--- src/rtl/can_timing_pkg.sv ---
`default_nettype none
// ============================================================================
// Module   : can_timing_pkg
// Brief    : Segment encoding and default timing constants for CAN bit timing.
// Revision : 1.0 - initial release
// ============================================================================
package can_timing_pkg;

    localparam logic [1:0] c_seg_sync = 2'd0;
    localparam logic [1:0] c_seg_prop = 2'd1;
    localparam logic [1:0] c_seg_ph1  = 2'd2;
    localparam logic [1:0] c_seg_ph2  = 2'd3;

    // 20 MHz clk / 4 = 5 MHz tq; 1+3+3+3 = 10 tq per bit
    localparam logic [9:0] c_def_tq_div   = 10'd4;
    localparam logic [3:0] c_def_prop_seg = 4'd3;
    localparam logic [3:0] c_def_phase1   = 4'd3;
    localparam logic [3:0] c_def_phase2   = 4'd3;
    localparam logic [2:0] c_def_sjw      = 3'd1;

endpackage
`default_nettype wire

--- src/rtl/can_tq_prescaler.sv ---
`default_nettype none
// ============================================================================
// Module   : can_tq_prescaler
// Brief    : Time-quantum prescaler; ticks on the last clk of each tq.
// Revision : 1.0 - initial release
// ============================================================================
module can_tq_prescaler #(
    parameter logic [9:0] TQ_DIV = 10'd4
) (
    input  logic clk,
    input  logic rst,
    input  logic clear,
    output logic tq_tick
);

    logic [9:0] r_presc;

    always_ff @(posedge clk) begin
        if (rst || clear) begin
            r_presc <= '0;
        end else if (r_presc == TQ_DIV - 10'd1) begin
            r_presc <= '0;
        end else begin
            r_presc <= r_presc + 10'd1;
        end
    end

    assign tq_tick = (r_presc == TQ_DIV - 10'd1);

endmodule
`default_nettype wire

--- src/rtl/can_bit_timing.sv ---
`default_nettype none
// ============================================================================
// Module   : can_bit_timing
// Brief    : CAN tq sequencer (SYNC/PROP/PH1/PH2) with hard sync and resync.
// Revision : 1.0 - initial release
// ============================================================================
module can_bit_timing
    import can_timing_pkg::*;
#(
    parameter logic [9:0] TQ_DIV   = c_def_tq_div,
    parameter logic [3:0] PROP_SEG = c_def_prop_seg,
    parameter logic [3:0] PHASE1   = c_def_phase1,
    parameter logic [3:0] PHASE2   = c_def_phase2,
    parameter logic [2:0] SJW      = c_def_sjw
) (
    input  logic       clk,
    input  logic       rst,
    input  logic       enable,
    input  logic       rx,
    input  logic       hard_sync_en,
    output logic       tq_tick,
    output logic       tx_pulse,
    output logic       sample_pulse,
    output logic       sampled_bit,
    output logic [1:0] seg
);

    logic [1:0] r_seg;
    logic [3:0] r_seg_cnt;
    logic [2:0] r_ph1_ext;
    logic [2:0] r_ph2_short;
    logic       r_resync_done;
    logic       r_rx_prev;
    logic       r_sampled_bit;
    logic       r_bit_start;

    logic       w_active;
    logic       w_presc_tick;
    logic       w_tick;
    logic       w_fall;
    logic       w_hard;
    logic       w_resync;
    logic       w_jump;
    logic       w_seg_last;
    logic       w_sample;
    logic [4:0] w_ph1_len;
    logic [4:0] w_ph2_len;
    logic [4:0] w_late_e;
    logic [2:0] w_late_ext;
    logic [4:0] w_early_r;

    logic [1:0] w_next_seg;
    logic [3:0] w_next_cnt;
    logic [2:0] w_next_ext;
    logic [2:0] w_next_short;
    logic       w_next_done;

    assign w_active = enable & ~rst;

    can_tq_prescaler #(
        .TQ_DIV (TQ_DIV)
    ) u_prescaler (
        .clk     (clk),
        .rst     (rst),
        .clear   (~enable | w_jump),
        .tq_tick (w_presc_tick)
    );

    assign w_tick    = w_presc_tick & w_active;
    assign w_fall    = r_rx_prev & ~rx;
    assign w_hard    = w_fall & hard_sync_en;
    assign w_resync  = w_fall & ~hard_sync_en & ~r_resync_done & r_sampled_bit;
    assign w_ph1_len = {1'b0, PHASE1} + {2'b00, r_ph1_ext};
    assign w_ph2_len = {1'b0, PHASE2} - {2'b00, r_ph2_short};

    // Late edge: error counts tq elapsed since the end of SYNC
    assign w_late_e   = (r_seg == c_seg_prop) ? ({1'b0, r_seg_cnt} + 5'd1)
                                              : ({1'b0, PROP_SEG} + {1'b0, r_seg_cnt} + 5'd1);
    assign w_late_ext = (w_late_e > {2'b00, SJW}) ? SJW : w_late_e[2:0];
    assign w_early_r  = {1'b0, PHASE2} - {1'b0, r_seg_cnt};

    // Early edge close enough to the bit end: the edge tq itself becomes SYNC
    assign w_jump = w_hard |
                    (w_resync & (r_seg == c_seg_ph2) & (w_early_r <= {2'b00, SJW}));

    always_comb begin
        w_seg_last = 1'b0;
        case (r_seg)
            c_seg_sync: w_seg_last = 1'b1;
            c_seg_prop: w_seg_last = (r_seg_cnt == PROP_SEG - 4'd1);
            c_seg_ph1:  w_seg_last = ({1'b0, r_seg_cnt} == w_ph1_len - 5'd1);
            default:    w_seg_last = ({1'b0, r_seg_cnt} == w_ph2_len - 5'd1);
        endcase
    end

    assign w_sample = w_tick & (r_seg == c_seg_ph1) & w_seg_last;

    always_comb begin
        w_next_seg   = r_seg;
        w_next_cnt   = r_seg_cnt;
        w_next_ext   = r_ph1_ext;
        w_next_short = r_ph2_short;
        w_next_done  = r_resync_done;

        if (w_tick) begin
            if (w_seg_last) begin
                w_next_cnt = '0;
                case (r_seg)
                    c_seg_sync: w_next_seg = c_seg_prop;
                    c_seg_prop: w_next_seg = c_seg_ph1;
                    c_seg_ph1:  w_next_seg = c_seg_ph2;
                    default: begin
                        w_next_seg   = c_seg_sync;
                        w_next_ext   = '0;
                        w_next_short = '0;
                    end
                endcase
            end else begin
                w_next_cnt = r_seg_cnt + 4'd1;
            end
        end

        if (w_sample) begin
            w_next_done = 1'b0;
        end

        // Edge actions override the tick advance and the sample-point clear
        if (w_jump) begin
            w_next_seg   = c_seg_prop;
            w_next_cnt   = '0;
            w_next_ext   = '0;
            w_next_short = '0;
            w_next_done  = 1'b1;
        end else if (w_resync) begin
            w_next_done = 1'b1;
            case (r_seg)
                c_seg_prop, c_seg_ph1: w_next_ext   = w_late_ext;
                c_seg_ph2:             w_next_short = SJW;
                default:               ;
            endcase
        end
    end

    always_ff @(posedge clk) begin
        if (rst || !enable) begin
            r_seg         <= c_seg_sync;
            r_seg_cnt     <= '0;
            r_ph1_ext     <= '0;
            r_ph2_short   <= '0;
            r_resync_done <= 1'b0;
            r_rx_prev     <= 1'b1;
            r_sampled_bit <= 1'b1;
            r_bit_start   <= 1'b1;
        end else begin
            r_seg         <= w_next_seg;
            r_seg_cnt     <= w_next_cnt;
            r_ph1_ext     <= w_next_ext;
            r_ph2_short   <= w_next_short;
            r_resync_done <= w_next_done;
            r_rx_prev     <= rx;
            r_bit_start   <= (w_next_seg == c_seg_sync) && (r_seg != c_seg_sync);
            if (w_sample) begin
                r_sampled_bit <= rx;
            end
        end
    end

    assign tq_tick      = w_tick;
    assign tx_pulse     = w_active & r_bit_start;
    assign sample_pulse = w_sample;
    assign sampled_bit  = r_sampled_bit;
    assign seg          = r_seg;

endmodule
`default_nettype wire

--- config.mk ---
export PLATFORM = sky130hd
export DESIGN_NAME = can_bit_timing
export DESIGN_NICKNAME = d
export VERILOG_FILES = /design/src/rtl/can_timing_pkg.sv /design/src/rtl/can_tq_prescaler.sv /design/src/rtl/can_bit_timing.sv
export SDC_FILE = /design/constraint.sdc
export NUM_CORES = 1
export LEC_CHECK = 0
export ABC_AREA = 0
export CAP_MARGIN = 20
export CORE_MARGIN = 4
export CORE_UTILIZATION = 52
export DETAILED_ROUTE_END_ITERATION = 10
export PLACE_DENSITY = 0.76
export SETUP_SLACK_MARGIN = 0.2
export SYNTH_ARGS = -nofsm -noshare
export SYNTH_HDL_FRONTEND = slang
export SYNTH_SLANG_ARGS = --single-unit
--- constraint.sdc ---
create_clock -name clk -period 2.6 [get_ports clk]
set_input_delay 0.26 -clock clk [delete_from_list [all_inputs] [get_ports clk]]
set_output_delay 0.26 -clock clk [all_outputs]
set_load 0.02 [all_outputs]
## Yosys cells after proc, flatten, opt, wreduce, memory -nomap -nowiden

Cells that the tools add are included.

| storage, ports and cells | value |
|---|---|
| bits in registers | 26 |
| input port bits | 5 |
| output and inout port bits | 6 |

| cells by class | value |
|---|---|
| add/subtract/negate cells | 10 |
| order comparisons | 2 |
| equal/unequal tests | 7 |
| muxes and demuxes | 21 |
| bitwise operators | 19 |
| reductions and logical operators | 12 |

Operators with widths:

| kind | count |
|---|---|
| 3-bit two-way mux | 11 |
| 1-bit bitwise AND | 12 |
| 10-bit by 1-bit adder with 10-bit output (second input constant) | 1 |
| 10-bit by 2-bit equality test with 1-bit output (second input constant) | 1 |
| 4-bit by 5-bit equality test with 1-bit output | 2 |
| 2-bit two-way mux | 3 |
| 2-bit case mux with 3 select lines | 1 |
| 2-bit OR reduction | 3 |
| 2-bit by 4-bit adder with 5-bit output (first input constant) | 1 |
| 4-bit by 1-bit adder with 5-bit output (second input constant) | 1 |
| 5-bit by 1-bit adder with 5-bit output (second input constant) | 1 |
| 5-bit by 1-bit > comparator with 1-bit output (second input constant) | 1 |
| 5-bit by 1-bit <= comparator with 1-bit output (second input constant) | 1 |
| 5-bit two-way mux | 1 |
| 1-bit NOT | 5 |
| 2-bit by 4-bit subtractor with 5-bit output (first input constant) | 1 |
| 4-bit by 1-bit subtractor with 5-bit output (second input constant) | 1 |
| 4-bit by 2-bit subtractor with 5-bit output (second input constant) | 1 |
| 2-bit by 3-bit adder with 4-bit output (first input constant) | 1 |
| 4-bit by 1-bit adder with 4-bit output (second input constant) | 1 |
| 2-bit equality test (second input constant) | 2 |
| 4-bit by 2-bit equality test with 1-bit output (second input constant) | 1 |
| 2-bit zero test | 2 |
| 4-bit two-way mux | 1 |
| other kinds (11) | 15 |

## Logic depth before layout (Yosys ltp)

| depth | value |
|---|---|
| word-level depth | 11 |
| gate-level depth with buffers | 9 |

## Hierarchy

From an unflattened synthesis, not the netlist that was laid out.

| unflattened totals | value |
|---|---|
| cell total of the unflattened synthesis | 176 |
| area total of the unflattened synthesis | 1,561.5 um^2 |

Modules (own cells, without submodules):

| module | times used | cells an instance | area an instance (um^2) | seq. area each (um^2) |
|---|---|---|---|---|
| can_bit_timing | 1 | 126 | 1,121.1 | 320.3 |
| can_tq_prescaler | 1 | 50 | 440.4 | 200.2 |

## Worst setup path after synthesis

No wires, ideal clock.

| timing | value |
|---|---|
| kind | reg-to-reg |
| start | register r_seg[0] (netlist: seg[0]) |
| end | register r_seg[0] (netlist: seg[0]) |
| arrival | 2.670 ns |
| data required time | 2.526 ns |
| slack | -0.144 ns |
| cell stages (with the launch flop) | 10 |
| path buffers | 1 |
| cells stage by stage | dfxtp_1 inv_1 ha_1 buf_6 and3_4 or3_1 a221oi_2 a31oi_2 or4_1 a31oi_1 |

| on the way | value |
|---|---|
| cells in the longest elaborated chain, start to end | 5 |
| elaborated cells between the ends (all ways) | 12 |
| those cells by class | eq/ne (3); mux (5); bitwise (3); reduce/logical (1) |

Ends and longest elaborated chain:

| item | RTL line | source |
|---|---|---|
| start, declared | can_bit_timing.sv:28 | `logic [1:0] r_seg;` |
| start signal, assigned | can_bit_timing.sv:146 | `r_seg <= c_seg_sync;` |
| start signal, assigned | can_bit_timing.sv:155 | `r_seg <= w_next_seg;` |
| 2-bit equality test, or another cell as far along | can_bit_timing.sv:88, can_bit_timing.sv:108 |  |
| 2-bit case mux with 3 select lines, or another cell as far along | can_bit_timing.sv:108 | `case (r_seg)` |
| 2-bit two-way mux or 1-bit bitwise AND (tied branches) | can_bit_timing.sv:106, can_bit_timing.sv:84 |  |
| 2-bit two-way mux or 1-bit bitwise OR (tied branches) | can_bit_timing.sv:105, can_bit_timing.sv:83 |  |
| 2-bit two-way mux * | can_bit_timing.sv:128 | `if (w_jump) begin` |

Every way passes the cells marked *; elsewhere a longest branch is shown, timed or not.
A chain may end at the register's enable or synchronous reset.

## Final worst setup path

| timing | value |
|---|---|
| start | register r_ph2_short[1] |
| end | output sample_pulse |

| on the way | value |
|---|---|
| cells in the longest elaborated chain, start to end | 5 |

Ends and longest elaborated chain:

| item | RTL line | source |
|---|---|---|
| start, declared | can_bit_timing.sv:31 | `logic [2:0] r_ph2_short;` |
| start signal, assigned | can_bit_timing.sv:158 | `r_ph2_short <= w_next_short;` |
| 2-bit by 3-bit subtractor with 4-bit output | can_bit_timing.sv:74 | `assign w_ph2_len = {1'b0, PHASE2} - {2'b00, r_ph2_short};` |
| 4-bit by 2-bit subtractor with 5-bit output | can_bit_timing.sv:92 | `default: w_seg_last = ({1'b0, r_seg_cnt} == w_ph2_len - 5'd1);` |
| 4-bit by 5-bit equality test with 1-bit output | can_bit_timing.sv:92 |  |
| 1-bit case mux with 3 select lines | can_bit_timing.sv:88 | `case (r_seg)` |
| 1-bit bitwise AND | can_bit_timing.sv:96 | `assign w_sample = w_tick & (r_seg == c_seg_ph1) & w_seg_last;` |
| end, declared | can_bit_timing.sv:23 | `output logic sample_pulse,` |

Every way passes these cells.

==> key figures <==
Run status
  – Status: finished with violations
  – Failing checks: negative setup slack

Timing
  – Worst-Margin Slew: approximately 450 ps
  – Fin Clk Skew: approximately 3.1 ps
  – Period utilization: 101.8%
  – Post-layout worst setup margin: -46.49 ps
  – Crit path time final: ~2600 ps
  – Hold Violations, Final: 0
  – Endpoints failing setup: 2
  – Slew Limit Headroom: between 70% and 80%
  – Max Clk Rate: around 380 MHz
  – RSZ-0062 raised after global routing: true
  – Fin. max-slew vios: 0

Yosys
  – Syn Area/Cell: ~8.4 sq um
  – Post-synth ARST share: 0%
  – Yosys warnings: 0
  – Count leader, synth: dfxtp_1
  – Synth Flop Type: dfxtp_1
  – Post-synth EDFFs: 0
  – Synth unique cells: 43
  – Cell taking the most area after synthesis: dfxtp_1
  – Post-Synthesis Cells: 180
  – Post-Syn Area: 1518 sq um
  – Yosys reg bits: 26
  – Commonest cells post-synth: dfxtp_1, nor2_1, inv_1, ha_1, nand2_1
  – Syn_nets: approximately 200
  – Largest cells by area after synthesis: dfxtp_1, ha_1, nand3_1
  – Synth top area share: between 30% and 40%
  – Register area share after synthesis: about a third

Pwr
  – Max VDD drop: a little over 400 uV
  – Pwr Density: between 300 and 400 nW/um^2
  – Tot Pwr: approximately 0.00066 W
  – Lkg Pwr: roughly 0.74 nW

GRT
  – First-pass GRT wire length: about 6.3 mm
  – GRT overflow: 0
  – Pin count of the biggest net entering global routing: 15
  – Vias in the first global route: between 1k and 1.5k
  – Gr usage total: 22.02%
  – Initial antenna violation count: 0

Place
  – # placed instances: 234
  – Detail Placement HPWL: between 2 and 3 mm
  – Port Buffers: 10
  – Routability cong.: approximately 0.84

Die
  – Die height: just over 60 um
  – Initial cell density of the core: ~55%
  – Die ar.: about 3800 sq um
  – Die W: around 62 um
  – # rows: 19
  – Area of the core: roughly 2800 sq um
  – IO Count: 11

Clocking
  – Deepest clock path buffer count: 2
  – Reg clk slew, reported paths: ~140 ps
  – Clock sink count: 26
  – Root buf cell: clkbuf_4
  – Clock H-tree levels: 1
  – Hold_buf cts: 0
  – Worst-Skew Late Latency: around 330 ps
  – CTS tree: yes
  – Num CTS Buffers: 3

Setup path
  – Crit-path max FO: 2
  – Arr. time, crit path: 2390 ps
  – Reg2Reg Depth: 11
  – Setup crit start kind: register
  – CP Capture Type: output port
  – Worst EP required: about 2300 ps
  – Setup Crit Path Kind: reg -> out

Drt
  – Via count: 1498
  – DRC Markers: 0
  – Drt first-iter violations: 151
  – ANT nets after route: 0
  – Routed len/inst: ~16 um
  – Pre-Repair DR Iteration Count: 5
  – Vias/cell: ~6.2
  – DRT Wirelength: ~3.9 mm

Final layout
  – Util after Layout: between 70% and 80%
  – Diodes inserted: 0
  – Non-Filler Instances: between 200 and 250
  – Fillers: between 150 and 200
  – Share of layout cells above drive strength 1: ~28%
  – Area growth syn-to-layout: 31.57%
  – Nets: approximately 230

Worst hold path
  – WHS Path Cells: 1
  – Min-Delay Path Class: reg -> reg

Job
  – Max_cap viols: 0
==> repair_timing <==
action / in CTS / in global routing
buffers inserted: 2 / 3
gates cloned: 0 / 0
hold endpoints to repair: 0 / 0
endpoints found under the setup margin: 7 / 13
resized for setup: 18 / 15
pin swaps: 7 / 9
==> cell families after synthesis <==
family,Yosys count,synth area share (%)
AOI/OAI and AO/OA,35,16.65
xor gates and xnor gates,11,6.348
adders and majority gates,13,10.72
buffers and inverters,21,6.265
DFF,26,34.30
and+or+nand+nor,74,25.72
==> final timing paths <==
| check | from | slack [ps] | end |
|---|---|---|---|
| setup reg to reg | r_ph2_short[1]$_SDFF_PP0_ | 0 | seg[0]$_SDFF_PP0_ |
| hold / removal | u_prescaler.r_presc[0]$_SDFF_PP0_ | 490 | u_prescaler.r_presc[0]$_SDFF_PP0_ |
| hold reg to reg | u_prescaler.r_presc[0]$_SDFF_PP0_ | 490 | u_prescaler.r_presc[0]$_SDFF_PP0_ |
| setup / recovery | r_ph2_short[1]$_SDFF_PP0_ | -50 | sample_pulse |
==> sequential cells by signal, summed over array words and instances (netlist names) <==
| register | cells |
|---|---|
| r_ph2_short | 3 |
| u_prescaler.r_presc | 10 |
| seg | 2 |
| r_ph1_ext | 3 |
| sampled_bit | 1 |
| r_bit_start | 1 |
| r_seg_cnt | 4 |
| r_rx_prev | 1 |
| r_resync_done | 1 |
==> metrics by stage <==
stage / setup TNS (ps) / hold WS [ps] / worst slack, ps / area, sq um
6_report: -46.96 / 487.5 / -46.49 / 1997
5_1_grt: -180.1 / 511.0 / -130.5 / 1997
4_1_cts: -53.48 / 490.9 / -53.48 / 1898
3_5_place_dp: -183.1 / 458.3 / -183.1 / 1813
3_3_place_gp: -145.9 / 437.8 / -145.9 / 1813
2_1_floorplan: 0 / 384.6 / 130.9 / 1567
==> critical path, stage by stage, from the launching register on <==
cell and delay [ps]:
dfxtp_2 360, ha_4 150, inv_2 60, ha_4 200, and2b_1 160, or3_4 340, a221oi_4 270, a31o_2 220
and3_4 190, buf_6 110
==> placed cells by master (no fill, tap or decap), types with 4 or more instances in the layout <==
cell / n
buf_4: 22
dfxtp_1: 20
nor2_1: 16
nand2_1: 13
nand3_1: 12
inv_1: 11
ha_1: 10
clkdlybuf4s50_1: 8
nand4_1: 6
xor2_1: 6
a21oi_1: 6
xnor2_1: 5
nor2b_1: 4
and2_1: 4
a31oi_1: 4
buf_6: 4
dfxtp_2: 4
==> metal layers <==
metal	track usage [%]	share of wire, %	up-vias
met1	28.28	45	717
li1	-	-	708
met5	0	0	-
met4	8.485	1.4	0
met2	35.50	48	63
met3	5.372	5.4	10
==> cell type report <==
type	instances	area (sq um)	area share, %
clock buffer	3	22.52	1.128
timing repair buffer	35	301.5	15.10
clock inverter	1	3.754	0.1880
inverter	14	52.55	2.632
tap	31	38.79	1.942
sequential	26	533.0	26.69
multi-input combinational	133	1045	52.32
==> report_power, final <==
part / leakage, nW / switching, W / internal (W)
sequential: 0.214 / 0.00000267 / 0.000401
clock: 0.0154 / 0.000125 / 0.0000565
combinational: 0.515 / 0.0000394 / 0.0000353
(Power assumes the default switching activity.)
